### src/rtl/uart_stream_controller_if.sv
`timescale 1ns/1ps
// Signal bundle between the UART stream controller and the board-level bench
// (push button, serial pins, message source and display buffer).
interface uart_stream_controller_if #(
  parameter int MSG_LEN    = 5,
  parameter int DISP_DEPTH = 6
);
  logic                    i_enable;
  logic                    i_send_n;
  logic                    i_clear;
  logic                    i_rx;
  logic [8*MSG_LEN-1:0]    i_msg;
  logic                    o_tx;
  logic                    o_tx_busy;
  logic [7:0]              o_rx_data;
  logic                    o_rx_valid;
  logic                    o_frame_err;
  logic [8*DISP_DEPTH-1:0] o_disp;

  modport slave (
    input  i_enable, i_send_n, i_clear, i_rx, i_msg,
    output o_tx, o_tx_busy, o_rx_data, o_rx_valid, o_frame_err, o_disp
  );

  modport master (
    output i_enable, i_send_n, i_clear, i_rx, i_msg,
    input  o_tx, o_tx_busy, o_rx_data, o_rx_valid, o_frame_err, o_disp
  );
endinterface

### src/rtl/uart_stream_controller.sv
`timescale 1ns/1ps
// 8N1 UART controller: sends an i_msg string on a button press and shifts good
// received bytes into a display buffer. Baud timing from a shared tick enable.
module uart_stream_controller #(
  parameter int CLK_HZ     = 50_000_000,
  parameter int BAUD       = 115200,
  parameter int OVERSAMPLE = 16,
  parameter int MSG_LEN    = 5,
  parameter int DISP_DEPTH = 6
) (
  input  logic                   i_clk,
  input  logic                   i_rst_n,
  uart_stream_controller_if.slave bus
);

  localparam int DIV_RAW = CLK_HZ / (BAUD * OVERSAMPLE);
  localparam int DIV     = (DIV_RAW < 1) ? 1 : DIV_RAW;
  localparam int DIV_W   = (DIV > 1) ? $clog2(DIV) : 1;
  localparam int OS_W    = $clog2(OVERSAMPLE);
  localparam int IDX_W   = (MSG_LEN > 1) ? $clog2(MSG_LEN) : 1;

  localparam logic [DIV_W-1:0] DIV_LAST = DIV_W'(DIV - 1);
  localparam logic [OS_W-1:0]  OS_LAST  = OS_W'(OVERSAMPLE - 1);
  localparam logic [OS_W-1:0]  OS_HALF  = OS_W'(OVERSAMPLE / 2 - 1);
  localparam logic [IDX_W-1:0] IDX_LAST = IDX_W'(MSG_LEN - 1);

  typedef enum logic [1:0] {TX_IDLE, TX_START, TX_DATA, TX_STOP} tx_state_e;
  typedef enum logic [2:0] {RX_IDLE, RX_START, RX_DATA, RX_STOP, RX_WAIT_HIGH} rx_state_e;

  logic [DIV_W-1:0] div_cnt_q, div_cnt_d;
  logic             tick;
  logic [1:0]       send_sync_q, send_sync_d;
  logic             send_prev_q, send_prev_d;
  logic             send_fall;
  logic [1:0]       rx_sync_q, rx_sync_d;
  logic             rx_s;

  tx_state_e        tx_state_q, tx_state_d;
  logic [OS_W-1:0]  tx_cnt_q, tx_cnt_d;
  logic [2:0]       tx_bit_q, tx_bit_d;
  logic [IDX_W-1:0] tx_idx_q, tx_idx_d, tx_idx_inc;
  logic [7:0]       tx_shift_q, tx_shift_d;
  logic             tx_line_q, tx_line_d;
  logic             tx_busy_q, tx_busy_d;
  logic             tx_bit_end;

  rx_state_e               rx_state_q, rx_state_d;
  logic [OS_W-1:0]         rx_cnt_q, rx_cnt_d;
  logic [2:0]              rx_bit_q, rx_bit_d;
  logic [7:0]              rx_shift_q, rx_shift_d;
  logic [7:0]              rx_data_q, rx_data_d;
  logic                    rx_valid_q, rx_valid_d;
  logic                    frame_err_q, frame_err_d;
  logic [8*DISP_DEPTH-1:0] disp_q, disp_d, disp_shifted;

  // Synchronisers, button edge detect and the free-running tick divider.
  always_comb begin
    send_sync_d = {send_sync_q[0], bus.i_send_n};
    send_prev_d = send_sync_q[1];
    send_fall   = send_prev_q & ~send_sync_q[1];
    rx_sync_d   = {rx_sync_q[0], bus.i_rx};
    rx_s        = rx_sync_q[1];
    tick        = bus.i_enable && (div_cnt_q == DIV_LAST);
    div_cnt_d   = div_cnt_q;
    if (bus.i_enable) begin
      div_cnt_d = tick ? '0 : div_cnt_q + 1'b1;
    end
  end

  assign tx_idx_inc = tx_idx_q + 1'b1;
  assign tx_bit_end = tick && (tx_cnt_q == OS_LAST);

  always_comb begin
    tx_state_d = tx_state_q;
    tx_cnt_d   = tx_cnt_q;
    tx_bit_d   = tx_bit_q;
    tx_idx_d   = tx_idx_q;
    tx_shift_d = tx_shift_q;
    tx_line_d  = tx_line_q;
    tx_busy_d  = tx_busy_q;

    if (tx_state_q != TX_IDLE && tick) begin
      tx_cnt_d = tx_bit_end ? '0 : tx_cnt_q + 1'b1;
    end

    unique case (tx_state_q)
      TX_IDLE: begin
        // Busy while still in IDLE means a request is waiting for its first tick.
        tx_cnt_d = '0;
        tx_idx_d = '0;
        if (send_fall) begin
          tx_busy_d = 1'b1;
        end
        if ((tx_busy_q || send_fall) && tick) begin
          tx_state_d = TX_START;
          tx_line_d  = 1'b0;
          tx_shift_d = bus.i_msg[7:0];
        end
      end
      TX_START: begin
        if (tx_bit_end) begin
          tx_state_d = TX_DATA;
          tx_bit_d   = '0;
          tx_line_d  = tx_shift_q[0];
        end
      end
      TX_DATA: begin
        if (tx_bit_end) begin
          if (tx_bit_q == 3'd7) begin
            tx_state_d = TX_STOP;
            tx_line_d  = 1'b1;
          end else begin
            tx_bit_d   = tx_bit_q + 1'b1;
            tx_shift_d = {1'b0, tx_shift_q[7:1]};
            tx_line_d  = tx_shift_q[1];
          end
        end
      end
      TX_STOP: begin
        if (tx_bit_end) begin
          if (tx_idx_q != IDX_LAST) begin
            tx_state_d = TX_START;
            tx_idx_d   = tx_idx_inc;
            tx_line_d  = 1'b0;
            tx_shift_d = bus.i_msg[{tx_idx_inc, 3'b000} +: 8];
          end else begin
            tx_state_d = TX_IDLE;
            tx_idx_d   = '0;
            tx_busy_d  = 1'b0;
            tx_line_d  = 1'b1;
          end
        end
      end
      default: tx_state_d = TX_IDLE;
    endcase

    if (!bus.i_enable) begin
      tx_state_d = TX_IDLE;
      tx_cnt_d   = '0;
      tx_idx_d   = '0;
      tx_busy_d  = 1'b0;
      tx_line_d  = 1'b1;
    end
  end

  always_comb begin
    disp_shifted = '0;
    for (int unsigned i = 1; i < DISP_DEPTH; i++) begin
      disp_shifted[8*i +: 8] = disp_q[8*(i-1) +: 8];
    end
    disp_shifted[7:0] = rx_shift_q;
  end

  always_comb begin
    rx_state_d  = rx_state_q;
    rx_cnt_d    = rx_cnt_q;
    rx_bit_d    = rx_bit_q;
    rx_shift_d  = rx_shift_q;
    rx_data_d   = rx_data_q;
    rx_valid_d  = 1'b0;
    frame_err_d = 1'b0;
    disp_d      = disp_q;

    unique case (rx_state_q)
      RX_IDLE: begin
        rx_cnt_d = '0;
        if (tick && !rx_s) begin
          rx_state_d = RX_START;
        end
      end
      RX_START: begin
        if (tick) begin
          if (rx_cnt_q == OS_HALF) begin
            rx_cnt_d   = '0;
            rx_bit_d   = '0;
            rx_state_d = rx_s ? RX_IDLE : RX_DATA;
          end else begin
            rx_cnt_d = rx_cnt_q + 1'b1;
          end
        end
      end
      RX_DATA: begin
        if (tick) begin
          if (rx_cnt_q == OS_LAST) begin
            rx_cnt_d   = '0;
            rx_shift_d = {rx_s, rx_shift_q[7:1]};
            rx_bit_d   = rx_bit_q + 1'b1;
            if (rx_bit_q == 3'd7) begin
              rx_state_d = RX_STOP;
            end
          end else begin
            rx_cnt_d = rx_cnt_q + 1'b1;
          end
        end
      end
      RX_STOP: begin
        if (tick) begin
          if (rx_cnt_q == OS_LAST) begin
            rx_cnt_d = '0;
            if (rx_s) begin
              rx_state_d = RX_IDLE;
              rx_valid_d = 1'b1;
              rx_data_d  = rx_shift_q;
              disp_d     = disp_shifted;
            end else begin
              rx_state_d  = RX_WAIT_HIGH;
              frame_err_d = 1'b1;
            end
          end else begin
            rx_cnt_d = rx_cnt_q + 1'b1;
          end
        end
      end
      RX_WAIT_HIGH: begin
        rx_cnt_d = '0;
        if (rx_s) begin
          rx_state_d = RX_IDLE;
        end
      end
      default: rx_state_d = RX_IDLE;
    endcase

    if (bus.i_clear) begin
      disp_d = '0;
    end

    if (!bus.i_enable) begin
      rx_state_d  = RX_IDLE;
      rx_cnt_d    = '0;
      rx_valid_d  = 1'b0;
      frame_err_d = 1'b0;
    end
  end

  always_ff @(posedge i_clk or negedge i_rst_n) begin
    if (!i_rst_n) begin
      div_cnt_q   <= '0;
      send_sync_q <= '1;
      send_prev_q <= 1'b1;
      rx_sync_q   <= '1;
      tx_state_q  <= TX_IDLE;
      tx_cnt_q    <= '0;
      tx_bit_q    <= '0;
      tx_idx_q    <= '0;
      tx_shift_q  <= '0;
      tx_line_q   <= 1'b1;
      tx_busy_q   <= 1'b0;
      rx_state_q  <= RX_IDLE;
      rx_cnt_q    <= '0;
      rx_bit_q    <= '0;
      rx_shift_q  <= '0;
      rx_data_q   <= '0;
      rx_valid_q  <= 1'b0;
      frame_err_q <= 1'b0;
      disp_q      <= '0;
    end else begin
      div_cnt_q   <= div_cnt_d;
      send_sync_q <= send_sync_d;
      send_prev_q <= send_prev_d;
      rx_sync_q   <= rx_sync_d;
      tx_state_q  <= tx_state_d;
      tx_cnt_q    <= tx_cnt_d;
      tx_bit_q    <= tx_bit_d;
      tx_idx_q    <= tx_idx_d;
      tx_shift_q  <= tx_shift_d;
      tx_line_q   <= tx_line_d;
      tx_busy_q   <= tx_busy_d;
      rx_state_q  <= rx_state_d;
      rx_cnt_q    <= rx_cnt_d;
      rx_bit_q    <= rx_bit_d;
      rx_shift_q  <= rx_shift_d;
      rx_data_q   <= rx_data_d;
      rx_valid_q  <= rx_valid_d;
      frame_err_q <= frame_err_d;
      disp_q      <= disp_d;
    end
  end

  assign bus.o_tx        = tx_line_q;
  assign bus.o_tx_busy   = tx_busy_q;
  assign bus.o_rx_data   = rx_data_q;
  assign bus.o_rx_valid  = rx_valid_q;
  assign bus.o_frame_err = frame_err_q;
  assign bus.o_disp      = disp_q;

endmodule
### src/flat_wrapper.sv
// flat-port wrapper written by rule: the top's interface ports become plain ports
module uart_stream_controller_flat 
#(
  parameter int CLK_HZ     = 50_000_000,
  parameter int BAUD       = 115200,
  parameter int OVERSAMPLE = 16,
  parameter int MSG_LEN    = 5,
  parameter int DISP_DEPTH = 6
)
  (i_clk, i_rst_n, bus_i_enable, bus_i_send_n, bus_i_clear, bus_i_rx, bus_i_msg, bus_o_tx, bus_o_tx_busy, bus_o_rx_data, bus_o_rx_valid, bus_o_frame_err, bus_o_disp);
  uart_stream_controller_if #(.MSG_LEN(MSG_LEN), .DISP_DEPTH(DISP_DEPTH)) bus_i ();
  input  logic i_clk;
  input  logic i_rst_n;
  input wire logic [$bits(bus_i.i_enable)-1:0] bus_i_enable;
  input wire logic [$bits(bus_i.i_send_n)-1:0] bus_i_send_n;
  input wire logic [$bits(bus_i.i_clear)-1:0] bus_i_clear;
  input wire logic [$bits(bus_i.i_rx)-1:0] bus_i_rx;
  input wire logic [$bits(bus_i.i_msg)-1:0] bus_i_msg;
  output wire logic [$bits(bus_i.o_tx)-1:0] bus_o_tx;
  output wire logic [$bits(bus_i.o_tx_busy)-1:0] bus_o_tx_busy;
  output wire logic [$bits(bus_i.o_rx_data)-1:0] bus_o_rx_data;
  output wire logic [$bits(bus_i.o_rx_valid)-1:0] bus_o_rx_valid;
  output wire logic [$bits(bus_i.o_frame_err)-1:0] bus_o_frame_err;
  output wire logic [$bits(bus_i.o_disp)-1:0] bus_o_disp;
  assign bus_i.i_enable = bus_i_enable;
  assign bus_i.i_send_n = bus_i_send_n;
  assign bus_i.i_clear = bus_i_clear;
  assign bus_i.i_rx = bus_i_rx;
  assign bus_i.i_msg = bus_i_msg;
  assign bus_o_tx = bus_i.o_tx;
  assign bus_o_tx_busy = bus_i.o_tx_busy;
  assign bus_o_rx_data = bus_i.o_rx_data;
  assign bus_o_rx_valid = bus_i.o_rx_valid;
  assign bus_o_frame_err = bus_i.o_frame_err;
  assign bus_o_disp = bus_i.o_disp;
  uart_stream_controller #(.CLK_HZ(CLK_HZ), .BAUD(BAUD), .OVERSAMPLE(OVERSAMPLE), .MSG_LEN(MSG_LEN), .DISP_DEPTH(DISP_DEPTH)) u_core (.i_clk(i_clk), .i_rst_n(i_rst_n), .bus(bus_i));
endmodule
### config.mk
export PLATFORM = sky130hd
export DESIGN_NAME = uart_stream_controller_flat
export DESIGN_NICKNAME = d
export VERILOG_FILES = /design/src/rtl/uart_stream_controller_if.sv /design/src/rtl/uart_stream_controller.sv /design/src/flat_wrapper.sv
export SDC_FILE = /design/constraint.sdc
export NUM_CORES = 1
export LEC_CHECK = 0
export BUFFER_PORTS_ARGS = -buffer_cell sky130_fd_sc_hd__buf_4
export CAP_MARGIN = 20
export CORE_ASPECT_RATIO = 1.1
export CORE_MARGIN = 1.5
export CORE_UTILIZATION = 55
export DETAILED_ROUTE_END_ITERATION = 8
export HOLD_SLACK_MARGIN = 0.03
export MAX_ROUTING_LAYER = met4
export PLACE_DENSITY = 0.87
export SYNTH_ARGS = -nofsm -noshare
export SYNTH_HDL_FRONTEND = slang
export SYNTH_SLANG_ARGS = --single-unit
export TNS_END_PERCENT = 30
### constraint.sdc
create_clock -name i_clk -period 2.84 [get_ports i_clk]
set_clock_uncertainty 0.05 [all_clocks]
set_input_delay 0.142 -clock i_clk [delete_from_list [all_inputs] [get_ports i_clk]]
set_output_delay 0.142 -clock i_clk [all_outputs]
set_load 0.05 [all_outputs]
* After elaboration in Yosys (flattened, before gate mapping) *
Index checks and enable logic that the tools add are counted.

word-level totals
  output and inout bits = 60
  logic and storage cells = 182
  bits in latches = 0
  flip-flop bits (word level) = 108
  input bits = 46
  memories = 0
  ROM bits = 0
  bits in writable memories = 0

operators by class
  add/subtract/negate cells = 6
  div/mod/pow operators = 0
  reductions and logical operators = 31
  multipliers = 0
  eq/ne operators = 44
  magnitude comparators = 0
  mux-type cells = 79
  shift-type cells = 1
  bitwise operators = 2

operators by type and width
  operator             number
  $mux 48              5
  $mux 3               21
  $ne 3x2->1 const B   16
  $mux 8               5
  $shiftx 40x7->8      1
  $mux 4               9
  $pmux 8 s3           1
  $mux 1               22
  $reduce_and 4->1     5
  $ne 2x1->1 const B   9
  $pmux 3 s2           3
  $pmux 3 s5           1
  $mux 2               7
  $reduce_bool 2->1    7
  $pmux 4 s3           1
  $reduce_and 5->1     2
  $add 3x1->3 const B  3
  $eq 3x3->1 const B   3
  $reduce_and 9->1     1
  $add 4x1->4 const B  2
  $eq 4x4->1 const B   2
  $pmux 2 s4           1
  $eq 3x2->1 const B   2
  $ne 3x1->1 const B   2
  24 further kinds     32

* Logic depth before layout (Yosys ltp) *
Gate-level depths: netlist of run 1.

  depth in word-level cells = 7
  depth in mapped cells = 9
  gate-level depth less buffers = 7

* Least setup slack after synthesis of run 1 *
OpenSTA, ideal clock, no wires.

  path type = reg-to-reg
  from = register u_core.tx_idx_q[0]
  to = register u_core.tx_shift_q[0]
  setup slack = 0.521 ns
  arrival time = 2.142 ns
  buffers on the path = 2
  cell stages (with the launch flop) = 9
  setup time = 0.127 ns
  period minus slack after synthesis = 2.319 ns
  data required time = 2.663 ns
  cell sequence = dfrtp_1 buf_2 inv_1 ha_1 clkbuf_1 mux4_2 nand3_1 o211ai_1 mux2_1

between the ends
  longest elaborated chain between the ends = 5
  elaborated cells between the ends (all ways) = 8
  classes of those cells = add/sub (1); eq/ne (2); shift (1); mux (3); reduce/logical (1)

ends and longest elaborated chain
  item                      line                           text
  start: declaration        uart_stream_controller.sv:41   logic [IDX_W-1:0] tx_idx_q, tx_idx_d, tx_idx_inc;
  start signal: assignment  uart_stream_controller.sv:264  tx_idx_q <= tx_idx_d;
  $add 3x1->3               uart_stream_controller.sv:70   assign tx_idx_inc = tx_idx_q + 1'b1;
  $shiftx 40x7->8           uart_stream_controller.sv:125  tx_shift_d = bus.i_msg[{tx_idx_inc, 3'b000} +: 8];
  $mux 8                    uart_stream_controller.sv:121  if (tx_idx_q != IDX_LAST) begin
  $mux 8                    uart_stream_controller.sv:120  if (tx_bit_end) begin
  $pmux 8 s3                uart_stream_controller.sv:86   unique case (tx_state_q)
  end signal: assignment    uart_stream_controller.sv:265  tx_shift_q <= tx_shift_d;
  end: declaration          uart_stream_controller.sv:42   logic [7:0] tx_shift_q, tx_shift_d;

Several ways; a longest one is shown, not always the timed one. The select of a mux whose other input is x is not followed.
A chain may end at the register's enable or synchronous reset.

* Worst setup path in the final report of run 1 *
  from = register u_core.div_cnt_q[0]
  to = register u_core.disp_q[5], in the netlist u_core.bus.o_disp[5]

between the ends
  longest elaborated chain between the ends = 4

ends and longest elaborated chain
  item                                line                           text
  start: declaration                  uart_stream_controller.sv:30   logic [DIV_W-1:0] div_cnt_q, div_cnt_d;
  start signal: assignment            uart_stream_controller.sv:257  div_cnt_q <= div_cnt_d;
  $eq 5x5->1                          uart_stream_controller.sv:63   tick = bus.i_enable && (div_cnt_q == DIV_LAST);
  $logic_and 1x1->1                   uart_stream_controller.sv:63
  $reduce_bool 2->1 (no source line)  n/a
  $reduce_and 4->1 (no source line)   n/a
  end signal: assignment              uart_stream_controller.sv:275  disp_q <= disp_d;
  end: declaration                    uart_stream_controller.sv:54   logic [8*DISP_DEPTH-1:0] disp_q, disp_d, disp_shifted;

No other way between the ends.

==> results of run 1 <==
-- synthesized netlist by cell type (all sizes together) (5+ instances only) --
cell | n | area, um^2
ha | 14 | 175
nor2b | 6 | 37.5
mux2 | 16 | 180
inv | 19 | 71.3
nand3b | 6 | 57.6
nand3 | 17 | 85.1
o211ai | 8 | 60.1
nand2 | 133 | 552
nor3 | 7 | 35.0
dfrtp | 102 | 2550
o31ai | 7 | 52.6
nand4 | 5 | 31.3
a21oi | 57 | 360
a22o | 5 | 43.8
dfstp | 6 | 158
nor2 | 15 | 56.3
buf | 11 | 100
mux4 | 8 | 180
a22oi | 8 | 60.1
clkbuf | 19 | 71.3
o21ai | 17 | 85.1
-- critical path: cells and delay by family (launching register included) --
family	cells	cell delay [ps]
buffers and inverters	1	100
DFF	1	430
AOI/OAI and AO/OA	1	180
adders and majority gates	1	250
and+or+nand+nor	4	1410
-- cells by family (layout without fill, tap and decap cells) --
| group | after synthesis | in the layout | synth area share [%] |
|---|---|---|---|
| AND/OR/NAND/NOR | 209 | 209 | 19.1 |
| AO/OA/AOI/OAI | 116 | 116 | 14.6 |
| flip-flops | 108 | 108 | 50.6 |
| buffers and inverters | 49 | 149 | 4.53 |
| multiplexers | 27 | 27 | 7.29 |
| adder cells (fa/ha/maj) | 14 | 14 | 3.27 |
| XOR/XNOR | 3 | 3 | 0.631 |
-- worst paths after layout --
check	to	slack, ps	cells past startpoint
max in group asynchronous	u_core.rx_shift_q[2]$_DFFE_PN0P_	1670	3
hold reg to reg	u_core.send_sync_q[1]$_DFF_PN1_	310	0
hold / removal	u_core.tx_shift_q[1]$_DFFE_PN0P_	110	4
setup reg to reg	u_core.bus.o_disp[5]$_DFFE_PN0P_	330	7
min in group asynchronous	u_core.bus.o_disp[40]$_DFFE_PN0P_	330	2
setup / recovery	u_core.bus.o_disp[5]$_DFFE_PN0P_	330	7
-- state kept, by name, indices dropped and copies added (netlist names) --
name	cells
u_core.bus.o_tx	1
u_core.rx_cnt_q	4
u_core.bus.o_tx_busy	1
u_core.rx_bit_q	3
u_core.tx_idx_q	3
u_core.bus.o_rx_data	8
u_core.bus.o_rx_valid	1
u_core.send_sync_q	2
u_core.bus.o_frame_err	1
u_core.rx_state_q	3
u_core.rx_shift_q	8
u_core.bus.o_disp	48
u_core.tx_bit_q	3
u_core.tx_cnt_q	4
u_core.rx_sync_q	2
u_core.send_prev_q	1
u_core.tx_shift_q	8
u_core.tx_state_q	2
u_core.div_cnt_q	5
-- layout by cell type, fill, tap and decap left out, types with 4 or more instances in the layout --
master                            n
sky130_fd_sc_hd__a21oi_2         20
sky130_fd_sc_hd__nand2b_1         4
sky130_fd_sc_hd__dfrtp_1        102
sky130_fd_sc_hd__nor3_1           7
sky130_fd_sc_hd__nor2_1          15
sky130_fd_sc_hd__ha_1            14
sky130_fd_sc_hd__nand2_2         21
sky130_fd_sc_hd__mux2_2          13
sky130_fd_sc_hd__dlygate4sd3_1    4
sky130_fd_sc_hd__nand3_1         17
sky130_fd_sc_hd__buf_4          109
sky130_fd_sc_hd__nand3b_1         5
sky130_fd_sc_hd__a21oi_1         37
sky130_fd_sc_hd__nor2b_1          6
sky130_fd_sc_hd__clkbuf_8         9
sky130_fd_sc_hd__dfstp_2          6
sky130_fd_sc_hd__inv_1           19
sky130_fd_sc_hd__nand2_1        112
sky130_fd_sc_hd__o211ai_1         8
sky130_fd_sc_hd__nand4_1          5
sky130_fd_sc_hd__o21ai_0         17
sky130_fd_sc_hd__a22oi_1          8
sky130_fd_sc_hd__mux4_2           8
sky130_fd_sc_hd__o31ai_1          7
sky130_fd_sc_hd__a22o_1           5
-- layout make-up --
type                            instances  share of cell area (%)
Clock buffer                            9                    1.93
Clock inverter                          7                    1.44
Inverter                               19                    1.11
Multi-Input combinational cell        369                    37.4
Sequential cell                       108                    42.2
Tap cell                              117                    2.28
Timing Repair Buffer                  114                    13.7
-- layer usage --
metal	global-route usage, %	part of all wire (%)	wire [um]	vias to the layer above
li1	-	-	-	2023
met1	31.6	42	5090	2103
met2	40.1	50	5990	161
met3	4.40	5.3	636	33
met4	8.70	2.2	265	0
met5	-	0	0	-
-- metrics by stage --
stage	worst slack [ps]	total power (W)
after CTS	320	0.00323
after floorplan	521	0.00209
final	327	0.00321
after detailed placement	376	0.00224
after global placement	519	0.00222
after global routing	126	0.00336
-- power by group through the flow --
stage	Sequential, W	Clock, W	Combinational [W]
2_1_floorplan	0.00176	0	0.000325
3_3_place_gp	0.00177	0	0.000454
3_5_place_dp	0.00177	0	0.000473
4_1_cts	0.00174	0.00101	0.000481
5_1_grt	0.00176	0.00108	0.000525
6_report	0.00175	0.000989	0.000479
==> results.md, run 1 <==
* Crit-path slowest cell: sky130_fd_sc_hd__and4_4
* Multi-input gate area in the final layout at approximately 0.0024 mm^2
* DRT antenna net count at 0
* Quantity of hold-fixing buffers added after cts at 4
* Start point of the critical path: u_core.div_cnt_q[0]$_DFFE_PN0P_
* Clock net sink count at 108
* Maximum Capacitance Violations at 0
* Number of flops mapped to enable cells by yosys at 0
* IO Port Bufs at 105
* Pin count of the biggest net entering global routing at between 60 and 70
* Post-synthesis register bit count at 108
* Latest clock arrival within the worst-skew pair at 380 ps
* Max transition margin at 45.6%
* Area of the mapped netlist at 0.00535 mm^2
* Worst-margin pin slew at 815 ps
* Wire length per cell at roughly 16 um
* Total number of vias at 4320
* Count of inserted antenna diode cells at 0
* Post-CTS Resized at 0
* Via count of the first global-routing pass at 4233
* PD cells at approximately 500 mW/mm^2
* Number of cells in the finished layout apart from fillers at 743
* Hold WS at 107 ps
* Worst stage delay on the critical path at a little over 700 ps
* Number of buffers created by CTS at 9
* Count of standard-cell rows at 37
* Buffers from clock root to sink, at most at 2
* Aggregate global-route resource usage at 24.7%
* Outcome: complete, no violations
* RSZ-0062 raised after global routing: no
* CP startpoint kind: flop
* Gate Count Post-Synth at 526
* Drt pass-1 iters at 5
* Warning count from the yosys run at 0
* Peak Freq at 398 MHz
* # fillers at 694
* X dimension of the die at between 90 and 100 um
* Antenna violations before repair at 0
* Post-detailed-route DRC marker count at 0
* Weighted congestion at the end of routability-driven global placement at around 0.84
* P_sw at 0.000913 W
* Source of the worst register-to-register timing path: u_core.div_cnt_q[0]$_DFFE_PN0P_
* Start-to-end type of the worst setup path: reg2reg
* Most common flop cell mapped by yosys: sky130_fd_sc_hd__dfrtp_1
* Clk pwr share at between 30% and 40%
* Effective utilization at floorplan at 57.0%
* Clock tree from TritonCTS: done
* Fraction of registers with async set or reset after synthesis at 100%
* Number of placed I/O pins at 106
* Global-route congestion overflow total at 0
* Worst min-delay path class: in2reg
* Wire length of the first global-routing pass at between 20000 and 25000 um
* Library cells used by synthesis at 52
* Number of setup violations in the final report at 0
* Sequential cell fraction of total power at between 50% and 60%
* Fin nets at 681
* Share of total power in combinational logic at 14.9%
* Post-CTS Setup Inserts at 0
* Average instance area after synthesis at slightly above 10 um^2
* Final slew viol count at 0
* Hold path startpoint: bus_i_msg[1]
* Overall routed net length at 12000 um
* Max VDD drop at 0.429 mV
* Post-placement cell count at 723
* Clk pin slew, worst setup/hold paths at 110 ps
* Internal power component at between 0.002 and 0.0025 W
* Part of the Yosys area used for sequential elements at between 50% and 60%
* Post-Route Utilization at 68.3%
* Die Area at about 0.010 mm^2
* Cell area after layout at 0.00642 mm^2
* Root buffer cell: sky130_fd_sc_hd__clkbuf_8
* Total negative slack for setup checks at 0 ps
* Total core area at 0.00940 mm^2
* Required arrival time at the worst endpoint at 3090 ps
* Height of the die at 106 um
* Final Hold Vio Count at 0
* Iteration-0 DRC count of the detailed router at 250
* Layout cells sized above 1 at 31.8%
* DP Wirelength at 8460 um
* Synth-to-layout area growth at 20.0%
* Post-DP Area at 0.00617 mm^2
* Critical-path cell list: inv_1 -> ha_1 -> nand3b_4 -> nor4_4 -> and4_4 -> nand2_1 -> a21oi_1
* Register Area at roughly 0.0027 mm^2
* LEAKAGE at 2.98 nW
* Arrival @ worst endpoint at 2770 ps
* Mapped Nets at between 500 and 600
* Critical Path Fanout Max at 48
* Via density per instance at 5.81
* Time the final worst path needs with I/O delays and setup at roughly 2500 ps
* Sw Ratio at 28.4%
* Final worst path period share at between 80% and 90%
* Endpoint type of the worst setup path: flop
* H-tree levels at 3
(Power assumes the default switching activity.)
==> run 2, diff against run 1 <==
==> constraint.sdc (replaced) <==
create_clock -name i_clk -period 2.84 [get_ports i_clk]
set_clock_uncertainty 0.05 [all_clocks]
set_input_delay 0.284 -clock i_clk [delete_from_list [all_inputs] [get_ports i_clk]]
set_output_delay 0.284 -clock i_clk [all_outputs]
set_load 0.05 [all_outputs]
==> results.md, run 2 (synthesis results as in run 1) <==
* Total core area at about 0.0094 mm^2
* Worst-margin pin slew at about 730 ps
* Effective utilization at floorplan at 57.0%
* Weighted congestion at the end of routability-driven global placement at approximately 0.86
* Fin nets at approximately 680
* Max transition margin at about half
* Pin count of the biggest net entering global routing at 58
* DRT antenna net count at 0
* Post-CTS Resized at 0
* Outcome: complete, no violations
* Synth-to-layout area growth at 19.9%
* Clk pin slew, worst setup/hold paths at 110 ps
* Critical-path cell list: inv_1 -> ha_1 -> and4b_1 -> nand3_1 -> o21ai_0 -> and4b_1 -> mux2_2
* Hold WS at around 170 ps
* Final Hold Vio Count at 0
* Start-to-end type of the worst setup path: reg2reg
* CP startpoint kind: flop
* Worst stage delay on the critical path at ~470 ps
* Overall routed net length at 11900 um
* Drt pass-1 iters at 5
* Height of the die at 106 um
* X dimension of the die at 97.1 um
* Number of buffers created by CTS at 9
* Post-detailed-route DRC marker count at 0
* Aggregate global-route resource usage at between 20% and 30%
* Die Area at roughly 0.010 mm^2
* WHS Path Cells at 2
* Commonest cells after routing, fill and taps aside: sky130_fd_sc_hd__nand2_1, sky130_fd_sc_hd__buf_4, sky130_fd_sc_hd__dfrtp_1
* Clock tree from TritonCTS: done
* Max VDD drop at 0.316 mV
* Time the final worst path needs with I/O delays and setup at 2370 ps
* Sum of buffers and inverters on the critical path at 1
* Post-CTS Setup Inserts at 0
* Number of placed I/O pins at around 110
* H-tree levels at 3
* Arrival @ worst endpoint at 2600 ps
* Via count of the first global-routing pass at 4319
* Required arrival time at the worst endpoint at between 3000 and 4000 ps
* Count of standard-cell rows at 37
* Count of inserted antenna diode cells at 0
* RSZ-0062 raised after global routing: no
* Most frequent cell on the critical path: sky130_fd_sc_hd__and4b_1
* Iteration-0 DRC count of the detailed router at 208
* CP delay by family, top: simple AND/OR/NAND/NOR gates
* Worst min-delay path class: in2reg
* Placement Setup Slack at a little under 500 ps
* Source of the worst register-to-register timing path: u_core.div_cnt_q[0]$_DFFE_PN0P_
* Slack of the worst reg-to-reg path at between 400 and 500 ps
* # fillers at 692
* Final slew viol count at 0
* Wire length per cell at 16.1 um
* Total number of vias at 4387
* Peak Freq at roughly 420 MHz
* Hold path startpoint: bus_i_enable
* Antenna violations before repair at 0
* Root buffer cell: sky130_fd_sc_hd__clkbuf_8
* End point of the worst hold path: u_core.bus.o_tx$_DFFE_PN1P_
* Terminus of the critical flop-to-flop path: u_core.tx_shift_q[4]$_DFFE_PN0P_
* Number of flip-flops under the largest register name at 48
* Number of setup violations in the final report at 0
* Depth of the worst register-to-register path at 7
* Post-Route Utilization at 68.3%
* LEAKAGE at just under 3 nW
* Via density per instance at 5.90
* Layout cells sized above 1 at 31.9%
* Latest clock arrival within the worst-skew pair at 380 ps
* Cell area after layout at 0.00642 mm^2
* Post-DP Area at 0.00619 mm^2
* Crit-path slowest cell: sky130_fd_sc_hd__and4b_1
* Endpoint type of the worst setup path: flop
* Wire length of the first global-routing pass at 20000 um
* Maximum Capacitance Violations at 0
* Total negative slack for setup checks at 0 ps
* DP Wirelength at roughly 8500 um
* Setup WS post-layout at 466 ps
* Global-route congestion overflow total at 0
* Most common library cell in the layout ignoring fill and taps: sky130_fd_sc_hd__nand2_1
* Critical Path Fanout Max at 8
* PD cells at 494 mW/mm^2
* Clock net sink count at 108
* IO Port Bufs at 105
* Final worst path period share at between 80% and 90%
* Buffers from clock root to sink, at most at 2
run 2: cell types whose count changed in the layout (fill, tap and decap cells not counted), sizes merged:
| cell | previous run | this run |
|---|---|---|
| buf | 110 | 111 |
| clkinv | 4 | 1 |
| inv | 21 | 25 |
| bufinv | 1 | 0 |
| dlygate4sd3 | 4 | 3 |
run 2: worst max path at each step:
stage | cells after the start | end | slack (ps) | from
after floorplan | 8 | u_core.tx_shift_q[0]$_DFFE_PN0P_ | 520 | u_core.tx_idx_q[0]$_DFFE_PN0P_
after CTS | 7 | u_core.tx_shift_q[5]$_DFFE_PN0P_ | 480 | u_core.div_cnt_q[0]$_DFFE_PN0P_
after global routing | 7 | u_core.tx_shift_q[6]$_DFFE_PN0P_ | 280 | u_core.div_cnt_q[0]$_DFFE_PN0P_
after detailed placement | 7 | u_core.tx_shift_q[5]$_DFFE_PN0P_ | 490 | u_core.div_cnt_q[0]$_DFFE_PN0P_
final | 7 | u_core.tx_shift_q[4]$_DFFE_PN0P_ | 470 | u_core.div_cnt_q[0]$_DFFE_PN0P_
after global placement | 7 | u_core.tx_shift_q[4]$_DFFE_PN0P_ | 620 | u_core.div_cnt_q[0]$_DFFE_PN0P_
run 2: layer usage:
| layer | wire length [um] | vias up | global-route usage, % |
|---|---|---|---|
| met5 | 0 | - | - |
| met4 | 243 | 0 | 8.70 |
| met3 | 548 | 28 | 3.62 |
| met2 | 6230 | 139 | 40.1 |
| met1 | 4910 | 2200 | 30.7 |
| li1 | - | 2020 | - |
run 2: layout make-up:
cell class                      instances  area, um^2  area share (%)
Timing Repair Buffer                  114         888            13.8
Multi-Input combinational cell        369        2400            37.4
Clock inverter                          7        76.3            1.19
Sequential cell                       108        2710            42.2
Tap cell                              117         146            2.28
Inverter                               19        71.3            1.11
Clock buffer                            9         124            1.93
run 2: through the flow:
stage               cells  total power [W]
global route          743          0.00332
finish                743          0.00317
floorplan             526          0.00209
detailed placement    724          0.00225
CTS                   743          0.00320
global placement      724          0.00222
run 2: timing repair:
| item | in CTS | in global routing |
|---|---|---|
| setup endpoints to repair | 0 | 0 |
| hold buffers | 3 | 0 |
| hold endpoints to repair | 53 | 0 |
run 2: where the power goes:
group / leakage (nW) / internal (W) / switching [W]
sequential: 1.46 / 0.00165 / 0.000102
combinational: 1.42 / 0.000223 / 0.000253
clock: 0.103 / 0.000355 / 0.000591
total: 2.98 / 0.00223 / 0.000945
